### config.mk
export PLATFORM = sky130hd
export DESIGN_NAME = kv_store
export DESIGN_NICKNAME = d
export VERILOG_FILES = /design/src/rtl/kv_store.sv
export SDC_FILE = /design/constraint.sdc
export NUM_CORES = 1
export LEC_CHECK = 0
export CAP_MARGIN = 20
export CORE_ASPECT_RATIO = 2
export CORE_UTILIZATION = 30
export CTS_BUF_LIST = sky130_fd_sc_hd__clkbuf_4 sky130_fd_sc_hd__clkbuf_8
export DETAILED_ROUTE_END_ITERATION = 8
export DONT_BUFFER_PORTS = 1
export MAX_ROUTING_LAYER = met4
export PLACE_DENSITY = 0.53
export SETUP_SLACK_MARGIN = 0.1
export SLEW_MARGIN = 15
export SYNTH_ARGS = -nofsm -noshare
export SYNTH_HDL_FRONTEND = slang
export SYNTH_SLANG_ARGS = --single-unit
### constraint.sdc
create_clock -name tick_in -period 6.6 [get_ports tick_in]
set_clock_uncertainty 0.2 [all_clocks]
set_input_delay 0.99 -clock tick_in [delete_from_list [all_inputs] [get_ports tick_in]]
set_output_delay 0.99 -clock tick_in [all_outputs]
set_load 0.02 [all_outputs]
### src/rtl/kv_store.sv
// kv_store: small fully-associative key/value table with a fixed-latency
// linear scan. A put or get always takes DEPTH+2 cycles so that the response
// time does not depend on where (or whether) the key is found.
//
// Ports:
//   tick_in        clock, all state changes on its rising edge
//   rst_n          asynchronous active-low reset
//   signal         request code: 2 = transaction, 3 = clear, 0/1 = idle
//   transact_kind  1 = put, 0 = get (sampled with signal=2)
//   key            lookup key
//   transact_value value for a put
//   busy           high from acceptance until the response cycle ends
//   resp_valid     one-cycle response pulse
//   resp_status    0 hit/ok, 1 get miss, 2 put inserted, 3 put dropped (full)
//   resp_value     stored value on get hit, else 0; held until next response
//   count          number of valid entries
//   full           count == DEPTH
module kv_store #(
    parameter int DEPTH = 8
) (
    input  logic                     tick_in,
    input  logic                     rst_n,
    input  logic [1:0]               signal,
    input  logic                     transact_kind,
    input  logic [31:0]              key,
    input  logic [31:0]              transact_value,
    output logic                     busy,
    output logic                     resp_valid,
    output logic [1:0]               resp_status,
    output logic [31:0]              resp_value,
    output logic [$clog2(DEPTH):0]   count,
    output logic                     full
);

    localparam int IW = $clog2(DEPTH);
    localparam int CW = IW + 1;

    typedef enum logic [1:0] {IDLE, SCAN, COMMIT, RESP} state_t;

    state_t          state, next;
    logic [1:0]      prev_sig;
    logic            accept;

    logic [IW-1:0]   idx;
    logic            cap_kind;
    logic [31:0]     cap_key;
    logic [31:0]     cap_val;
    logic            is_clear;
    logic            hit;
    logic [IW-1:0]   hit_idx;
    logic            free;
    logic [IW-1:0]   free_idx;

    logic [DEPTH-1:0] valid;
    logic [31:0]      keys [DEPTH];
    logic [31:0]      vals [DEPTH];

    // Edge-qualified acceptance: a level held on signal is taken only once,
    // and anything arriving while busy is dropped rather than queued.
    assign accept     = (signal == 2'd2 || signal == 2'd3) && (signal != prev_sig) && !busy;
    assign busy       = (state != IDLE);
    assign resp_valid = (state == RESP);
    assign full       = (count == CW'(DEPTH));

    always_ff @(posedge tick_in or negedge rst_n) begin
        if (!rst_n) state <= IDLE;
        else        state <= next;
    end

    always_comb begin
        next = state;
        case (state)
            IDLE:   if (accept) next = (signal == 2'd2) ? SCAN : COMMIT;
            SCAN:   if (idx == IW'(DEPTH - 1)) next = COMMIT;
            COMMIT: next = RESP;
            RESP:   next = IDLE;
            default: next = IDLE;
        endcase
    end

    always_ff @(posedge tick_in or negedge rst_n) begin
        if (!rst_n) begin
            prev_sig    <= 2'd0;
            idx         <= '0;
            cap_kind    <= 1'b0;
            cap_key     <= '0;
            cap_val     <= '0;
            is_clear    <= 1'b0;
            hit         <= 1'b0;
            hit_idx     <= '0;
            free        <= 1'b0;
            free_idx    <= '0;
            valid       <= '0;
            count       <= '0;
            resp_status <= 2'd0;
            resp_value  <= '0;
        end else begin
            prev_sig <= signal;
            case (state)
                IDLE: if (accept) begin
                    idx      <= '0;
                    cap_kind <= transact_kind;
                    cap_key  <= key;
                    cap_val  <= transact_value;
                    is_clear <= (signal == 2'd3);
                    hit      <= 1'b0;
                    free     <= 1'b0;
                end
                SCAN: begin
                    // Valid bit gates the compare so stale entries never hit.
                    if (valid[idx] && keys[idx] == cap_key) begin
                        hit     <= 1'b1;
                        hit_idx <= idx;
                    end
                    if (!valid[idx] && !free) begin
                        free     <= 1'b1;
                        free_idx <= idx;
                    end
                    idx <= idx + 1'b1;
                end
                COMMIT: begin
                    resp_value <= '0;
                    if (is_clear) begin
                        valid       <= '0;
                        count       <= '0;
                        resp_status <= 2'd0;
                    end else if (cap_kind) begin
                        if (hit) begin
                            resp_status <= 2'd0;
                        end else if (free) begin
                            valid[free_idx] <= 1'b1;
                            count           <= count + CW'(1);
                            resp_status     <= 2'd2;
                        end else begin
                            resp_status <= 2'd3;
                        end
                    end else if (hit) begin
                        resp_status <= 2'd0;
                        resp_value  <= vals[hit_idx];
                    end else begin
                        resp_status <= 2'd1;
                    end
                end
                default: ;
            endcase
        end
    end

    // Key/value storage needs no reset: only the valid bits give it meaning.
    always_ff @(posedge tick_in) begin
        if (state == COMMIT && !is_clear && cap_kind && (hit || free)) begin
            keys[hit ? hit_idx : free_idx] <= cap_key;
            vals[hit ? hit_idx : free_idx] <= cap_val;
        end
    end

endmodule

==> reports/metrics.cfg, run 1 <==
[outcome]
run_status = finished clean

[critical_path]
cp.required_ns = 6.71
critPathCaptureType = flop
cp-startpoint = state[0]
cp_data_arrival_time_ns = 4.01
timing.rr.start = state[0]
startpoint_type = flop
critical_path_class = reg -> reg
worst-path-max-fanout = 40

[power]
internal_power_w = 0.007682
power_density_nw_per_um2 = 386.5
p_clk_frac = 0.296
comb_power_share = 0.154
peakVddDrop_v = 0.0001399
pwr-share-seq = 0.551
leakagePower_nw = 9.386
sw_frac_of_total = 0.2884
switchingPower_w = 0.003113

[yosys]
ys_async_sr_fraction = 0.1987
ys.flop_type = edfxtp_1
syn-num-nets = 1279
syn_inst = 1201
ys_seq_elements = 639
syn_avg_cell_area_sq_um = 20.54
synth.distinct_cells = 53
yosysWarnings = 0
netlist_area_sq_um = 24670
ys_seq_area_frac = 0.7522
synth-edff-count = 512

[global_route]
gr-total-overflow = 0
grt_max_degree = 128
antenna_found_initial = 5
grt_pass1_vias = 12567
track_usage = 0.1377
grt_pass1_wl_um = 81590

[route]
antenna_left = 0
drc = 0
first_iter_violations = 512
firstDrtPassIters = 4
routed-via-count = 11405
routed_wl_um = 54470
routed_via_density = 4.766
route.detailed.wl_per_inst_um = 22.76

[layout]
seq_area_sq_um = 18570
finalNonFillerCells = 2393
nets = 1337
nFillCells = 7543
areaGrowthSynthToFinish_pct = 13.22
multiInputGateArea_sq_um = 5849
final_cell_mix = edfxtp_1 (512), dfrtp_1 (122), mux4_2 (116), clkbuf_8 (99)
layout_commonest_cell = edfxtp_1
drive_gt1_frac = 0.2907

[cts]
cts_setup_buffers = 0
cts_max_level = 3
clock_latency_ns = 0.70
cts_resized = 0
cts_sinks = 639
root_buffer = clkbuf_8
cts_buffers = 93
cts_tree = yes
cts.clk_slew.worst_paths_ns = 0.06
cts.path.max_buffers = 3

[timing]
fmax_ghz = 0.2565
fin_ws_ns = 2.701
tightestPinTransition_ns = 1.061
maxSlewViolCount = 0
finalCriticalPeriod_ns = 3.899
rsz0062_at_grt = no
finalSetupTns_ns = 0
fin_crit_sh = 0.5907
slew_headroom = 0.2928
setup_viol = 0
final-hold-violation-count = 0

[placement]
dp_hpwl_um = 33020
port_buffers = 0
pre_cts_slack_ns = 2.550
place.gp.congestion = 0.7733
dp.cells = 2213

[floorplanning]
rows = 148
die_w_um = 204.8
ios = 110
fp.dieArea_sq_um = 83440
fp.dieH_um = 407.5
initial_utilization = 0.3034
core_area_sq_um = 81290

[job]
maxCapViolCount = 0

[hold_path]
hp-class = in -> async

[critical path: stages (launching register included)]
cell	delay, ns
dfrtp_1	0.41
inv_1	0.13
ha_1	0.21
inv_2	0.30
nor2_1	0.30
nand3_1	0.36
nor2_4	0.84
buf_4	0.68
[timing repair]
action                                  in CTS  in global routing
endpoints found under the hold margin      127                  0
endpoints found under the setup margin       0                  0
hold buffers                                 1                  0
[power groups by stage]
| stage | Sequential (W) | Combinational, W | Clock (W) |
|---|---|---|---|
| floorplan | 0.00565 | 0.00138 | 0 |
| detailed placement | 0.00606 | 0.00169 | 0 |
| finish | 0.00594 | 0.00166 | 0.00319 |
| global route | 0.00606 | 0.00183 | 0.00346 |
| CTS | 0.00598 | 0.00171 | 0.00330 |
| global placement | 0.00601 | 0.00165 | 0 |
[cell type report]
class / count / share of cell area
multi-input cells: 491 / 0.2094
diodes: 5 / 0.0004480
inverters: 11 / 0.001478
clock buffers: 137 / 0.05900
clock inverters: 37 / 0.008557
repair buffers: 23 / 0.009229
well taps: 1050 / 0.04704
flip-flops and latches: 639 / 0.6648
[routing by layer]
metal  vias up  track usage  routed length [um]
met3        98      0.02613                2448
met2       276       0.2414               29690
met1      6022       0.1500               20610
li1       5009            -                   -
met5         -            -                   0
met4         0      0.05867                1717
[kinds of logic after synthesis]
logic type                 Yosys count  share of synthesized area
muxes                              266                     0.1719
buffers and inverters               71                    0.01349
and+or+nand+nor                     95                    0.01983
xor gates and xnor gates            29                    0.01030
DFF                                639                     0.7522
AOI/OAI and AO/OA                   92                    0.02775
adders and majority gates            9                   0.004565
[registers in the layout, summed over array words and instances (netlist names)]
signal and flops:
cap_kind 1, cap_key 32, cap_val 32, valid 8, state 2, free 1, is_clear 1, resp_value 32
count 4, resp_status 2, hit 1, prev_sig 2, vals 256, keys 256, hit_idx 3, idx 3
free_idx 3
[synth_stat cells, types with 3 or more instances]
library cell | instances | share of area
nor4_1 | 3 | 0.00076
clkbuf_1 | 33 | 0.0050
buf_6 | 4 | 0.0018
nor2_1 | 29 | 0.0044
xor2_1 | 27 | 0.0096
a22oi_1 | 5 | 0.0015
buf_1 | 8 | 0.0012
a31oi_1 | 8 | 0.0020
buf_2 | 11 | 0.0022
nand2b_1 | 5 | 0.0013
mux2i_1 | 73 | 0.030
nand2_1 | 21 | 0.0032
and3_1 | 4 | 0.0010
nor2b_1 | 10 | 0.0025
ha_1 | 9 | 0.0046
edfxtp_1 | 512 | 0.62
inv_1 | 10 | 0.0015
o2111ai_1 | 3 | 0.0011
nand3_1 | 4 | 0.00081
mux4_2 | 116 | 0.11
a211oi_1 | 4 | 0.0012
mux2_2 | 73 | 0.033
nor3_1 | 6 | 0.0012
dfrtp_1 | 127 | 0.13
o21ai_0 | 13 | 0.0026
nand3b_1 | 3 | 0.00091
a21oi_1 | 9 | 0.0018
o2bb2ai_1 | 32 | 0.011
nand4_1 | 3 | 0.00076
[final timing paths]
| kind | slack, ns | endpoint | cells after the start |
|---|---|---|---|
| max | 2.70 | keys[1][12] | 7 |
| min | 0.09 | cap_val[3] | 1 |
| max reg2reg | 2.70 | keys[1][12] | 7 |
| min reg2reg | 0.30 | valid[3] | 2 |
| max in group asynchronous | 5.52 | hit_idx[0] | 1 |
| min in group tick_in | 0.14 | prev_sig[1] | 0 |
[through the flow]
stage                     hold slack (ns)  utilization  total power (W)  area, sq um
final                             0.09264       0.3435          0.01079        27930
after global routing              0.08955       0.3435          0.01134        27920
after CTS                         0.05679       0.3434          0.01099        27920
after detailed placement           0.2947       0.3198         0.007747        26000
after global placement             0.2858       0.3189         0.007657        25930
after floorplan                    0.2544            -         0.007033        24670
Note: power is estimated with default switching activity, not from simulation.
==> inputs of run 2 (changes only) <==
--- a/config.mk
+++ b/config.mk
@@ -5,6 +5,7 @@
 export SDC_FILE = /design/constraint.sdc
 export NUM_CORES = 1
 export LEC_CHECK = 0
+export ABC_AREA = 1
 export CAP_MARGIN = 20
 export CORE_ASPECT_RATIO = 2
 export CORE_UTILIZATION = 30
@@ -12,7 +13,7 @@
 export DETAILED_ROUTE_END_ITERATION = 8
 export DONT_BUFFER_PORTS = 1
 export MAX_ROUTING_LAYER = met4
-export PLACE_DENSITY = 0.53
+export PLACE_DENSITY = 0.54
 export SETUP_SLACK_MARGIN = 0.1
 export SLEW_MARGIN = 15
 export SYNTH_ARGS = -nofsm -noshare
==> constraint.sdc (replaced) <==
create_clock -name tick_in -period 3.2 [get_ports tick_in]
set_clock_uncertainty 0.2 [all_clocks]
set_input_delay 0.48 -clock tick_in [delete_from_list [all_inputs] [get_ports tick_in]]
set_output_delay 0.48 -clock tick_in [all_outputs]
set_load 0.02 [all_outputs]
==> run 2 against run 1 <==
Net effect:
- the run now ends with negative hold slack left
- via count up 43%
- critical path depth did not move
- register-to-register slack got worse by 2.3 ns
- hold slack got worse by 0.82 ns
- largest power group unchanged
- highest routed layer unchanged
==> reports/metrics.cfg, run 2 <==
[outcome]
run_status = finished with violations
violations = negative hold slack

[yosys]
syn_avg_cell_area_sq_um = 12.04  ; -41%
netlist_area_sq_um = 26230  ; +6.4%
synth_xor_area_frac = 0.001669  ; -0.008628
ys_top_cells_by_area = edfxtp_1 (59%), dfrtp_1 (12%), nand2_1 (6.0%)
synthAdderAreaFrac = 0.004292  ; -0.0002728
synth_mux_area_frac = 0.04073  ; -0.1312
synth.distinct_cells = 36  ; -32%
synth_compound_area_frac = 0.07559  ; +0.04785
ys_seq_area_frac = 0.7072  ; -0.04495
yosysWarnings = 0  ; unchanged
synth-simple-area-share = 0.1110  ; +0.09115
ys_seq_elements = 639  ; unchanged
ys.flop_type = edfxtp_1
synthTopCellsByCount = edfxtp_1 (512), nand2_1 (420), inv_1 (239)
syn-num-nets = 2256  ; +76%
yosysTopAreaCellShare = 0.5861  ; -0.03725
synth-edff-count = 512  ; unchanged
yosysTopAreaCell = edfxtp_1
syn_inst = 2178  ; +81%
ys_async_sr_fraction = 0.1987  ; unchanged
synth_top_family_by_area = simple AND/OR/NAND/NOR gates
yosysMostFrequentCell = edfxtp_1

[critical_path]
cp_top_family = simple AND/OR/NAND/NOR gates
cp_data_arrival_time_ns = 2.99  ; -1.02 ns
critPathCaptureType = flop
cp.required_ns = 3.41  ; -3.30 ns
critical-path-slowest-cell = nor2_4
startpoint_type = flop
crit_chain = inv_1 -> ha_1 -> nand2_1 -> nor2_1 -> nand2_1 -> nor2_4 -> buf_4
critical_path_class = reg -> reg
worst-path-max-fanout = 12  ; -70%
crit_path_frequent_cell = nand2_1
cpPeakStageDelay_ns = 0.54  ; -0.30 ns
path_buf_inv = 2  ; -1

[placement]
dp.cells = 3277  ; +48%
pre_cts_slack_ns = 0.3639  ; -2.186 ns
port_buffers = 0  ; unchanged
dp_hpwl_um = 38980  ; +18%
place.gp.congestion = 0.8199  ; +6.0%

[hold_path]
hp-class = in -> async

[timing]
tightestPinTransition_ns = 1.046  ; -0.01486 ns
final-hold-violation-count = 127  ; +127
rsz0062_at_grt = no
finalCriticalPeriod_ns = 2.787  ; -1.112 ns
fin_crit_sh = 0.8708  ; +0.2801
maxSlewViolCount = 0  ; unchanged
fmax_ghz = 0.3589  ; +40%
slew_headroom = 0.3028  ; +0.009907
setup_viol = 0  ; unchanged
whs_ns = -0.7226  ; -0.8152 ns
fin_ws_ns = 0.4134  ; -2.288 ns

[cts]
cts.clk_slew.worst_paths_ns = 0.07  ; about the same
cts_buffers = 92  ; -1.1%
cts_sinks = 639  ; unchanged
cts_tree = yes
clock_latency_ns = 0.72  ; +0.02 ns
cts_hold_buf = 67  ; +66
cts_max_level = 3  ; unchanged
cts_resized = 0  ; unchanged
cts.path.max_buffers = 3  ; unchanged
root_buffer = clkbuf_8
cts_setup_buffers = 0  ; unchanged

[layout]
areaGrowthSynthToFinish_pct = 16.44
layout_commonest_cell = edfxtp_1
nets = 2354  ; +76%
final_cell_mix = edfxtp_1 (512), nand2_1 (420), inv_1 (238), nor2_1 (149), nand3_1 (132)
reg_top3 = keys x256, vals x256
finalNonFillerCells = 3522  ; +47%
drive_gt1_frac = 0.1168  ; -0.1740

[floorplanning]
fp.dieH_um = 420.2  ; +3.1%
initial_utilization = 0.3025  ; -0.0009082
die_w_um = 211.1  ; +3.1%
ios = 110  ; unchanged
core_area_sq_um = 86720  ; +6.7%
fp.dieArea_sq_um = 88700  ; +6.3%
rows = 153  ; +3.4%

[power]
peakVddDrop_v = 0.0004450  ; +220%
leakagePower_nw = 11.58  ; +23%
power_density_nw_per_um2 = 780.5  ; +100%

[global_route]
grt_pass1_vias = 16953  ; +35%
grt_pass1_wl_um = 99510  ; +22%
antenna_found_initial = 5  ; unchanged
grt_max_degree = 194  ; +52%
track_usage = 0.1542  ; +0.01650
gr-total-overflow = 0  ; unchanged

[job]
maxCapViolCount = 0  ; unchanged

[route]
drc = 0  ; unchanged
antenna_left = 0  ; unchanged
routed_wl_um = 65200  ; +20%
route.detailed.wl_per_inst_um = 18.51  ; -19%
routed-via-count = 16273  ; +43%
first_iter_violations = 900  ; +76%
firstDrtPassIters = 5  ; +1
routed_via_density = 4.620  ; -3.1%

==> run 2: changes by cell type after synthesis, moves of 98 or more <==
cell     before  now
inv_1        10  239
o21ai_0      13  127
nand2_1      21  420
nand3_1       4  133
nor2_1       29  157
a21oi_1       9  107
mux4_2      116    0
==> run 2: cell families (layout without fill, tap and decap cells) <==
| group | Yosys count | count (layout) |
|---|---|---|
| adders and majority gates | 9 | 9 |
| buffers and inverters | 357 | 534 |
| other | 0 | 5 |
| muxes | 102 | 102 |
| AOI/OAI and AO/OA | 345 | 345 |
| and+or+nand+nor | 721 | 721 |
| xor gates and xnor gates | 5 | 5 |
| DFF | 639 | 639 |
==> run 2: per-layer routing <==
layer / part of all wire / track usage / vias to the layer above
met3: 0.046 / 0.02633 / 108
li1: - / - / 7714
met1: 0.38 / 0.1630 / 8048
met5: 0 / - / -
met2: 0.53 / 0.2753 / 403
met4: 0.034 / 0.07603 / 0
==> run 2: metrics by stage <==
step           utilization  TNS, ns  total power, W  hold WS, ns  area (sq um)
2_1_floorplan            -   -74.36         0.01502     -0.01559         26270
3_3_place_gp        0.3201        0         0.01659     0.002064         27760
3_5_place_dp        0.3201        0         0.01674     0.002582         27760
4_1_cts             0.3521        0         0.02421      -0.8254         30530
5_1_grt             0.3522        0         0.02516      -0.7842         30550
6_report            0.3522        0         0.02384      -0.7226         30550
==> run 2: final cells by class <==
cell class / count / area (sq um)
Fill cell: 8444 / 56170
Sequential cell: 639 / 18560
Multi-Input combinational cell: 1182 / 6197
Clock buffer: 130 / 1633
Tap cell: 1162 / 1454
Timing Repair Buffer: 116 / 1289
Inverter: 245 / 922.1
Clock inverter: 43 / 475.5
Antenna cell: 5 / 12.51
==> run 2: where the power goes <==
part / switching, W / total, W / internal [W]
registers: 0.00116 / 0.0119 / 0.0107
clock network: 0.00319 / 0.00732 / 0.00413
logic: 0.00306 / 0.00464 / 0.00158
total: 0.00741 / 0.0238 / 0.0164
==> run 2: final timing paths <==
path                       slack (ns)  depth (start not counted)             to       from
setup / recovery                 0.41                          7     vals[4][0]   state[0]
hold / removal                  -0.72                          0     cap_key[8]      rst_n
setup reg to reg                 0.41                          7     vals[4][0]   state[0]
hold reg to reg                  0.32                          2       valid[4]   valid[4]
max in group asynchronous        3.19                          0  resp_value[5]      rst_n
min in group tick_in             0.19                          2    cap_val[18]  signal[1]
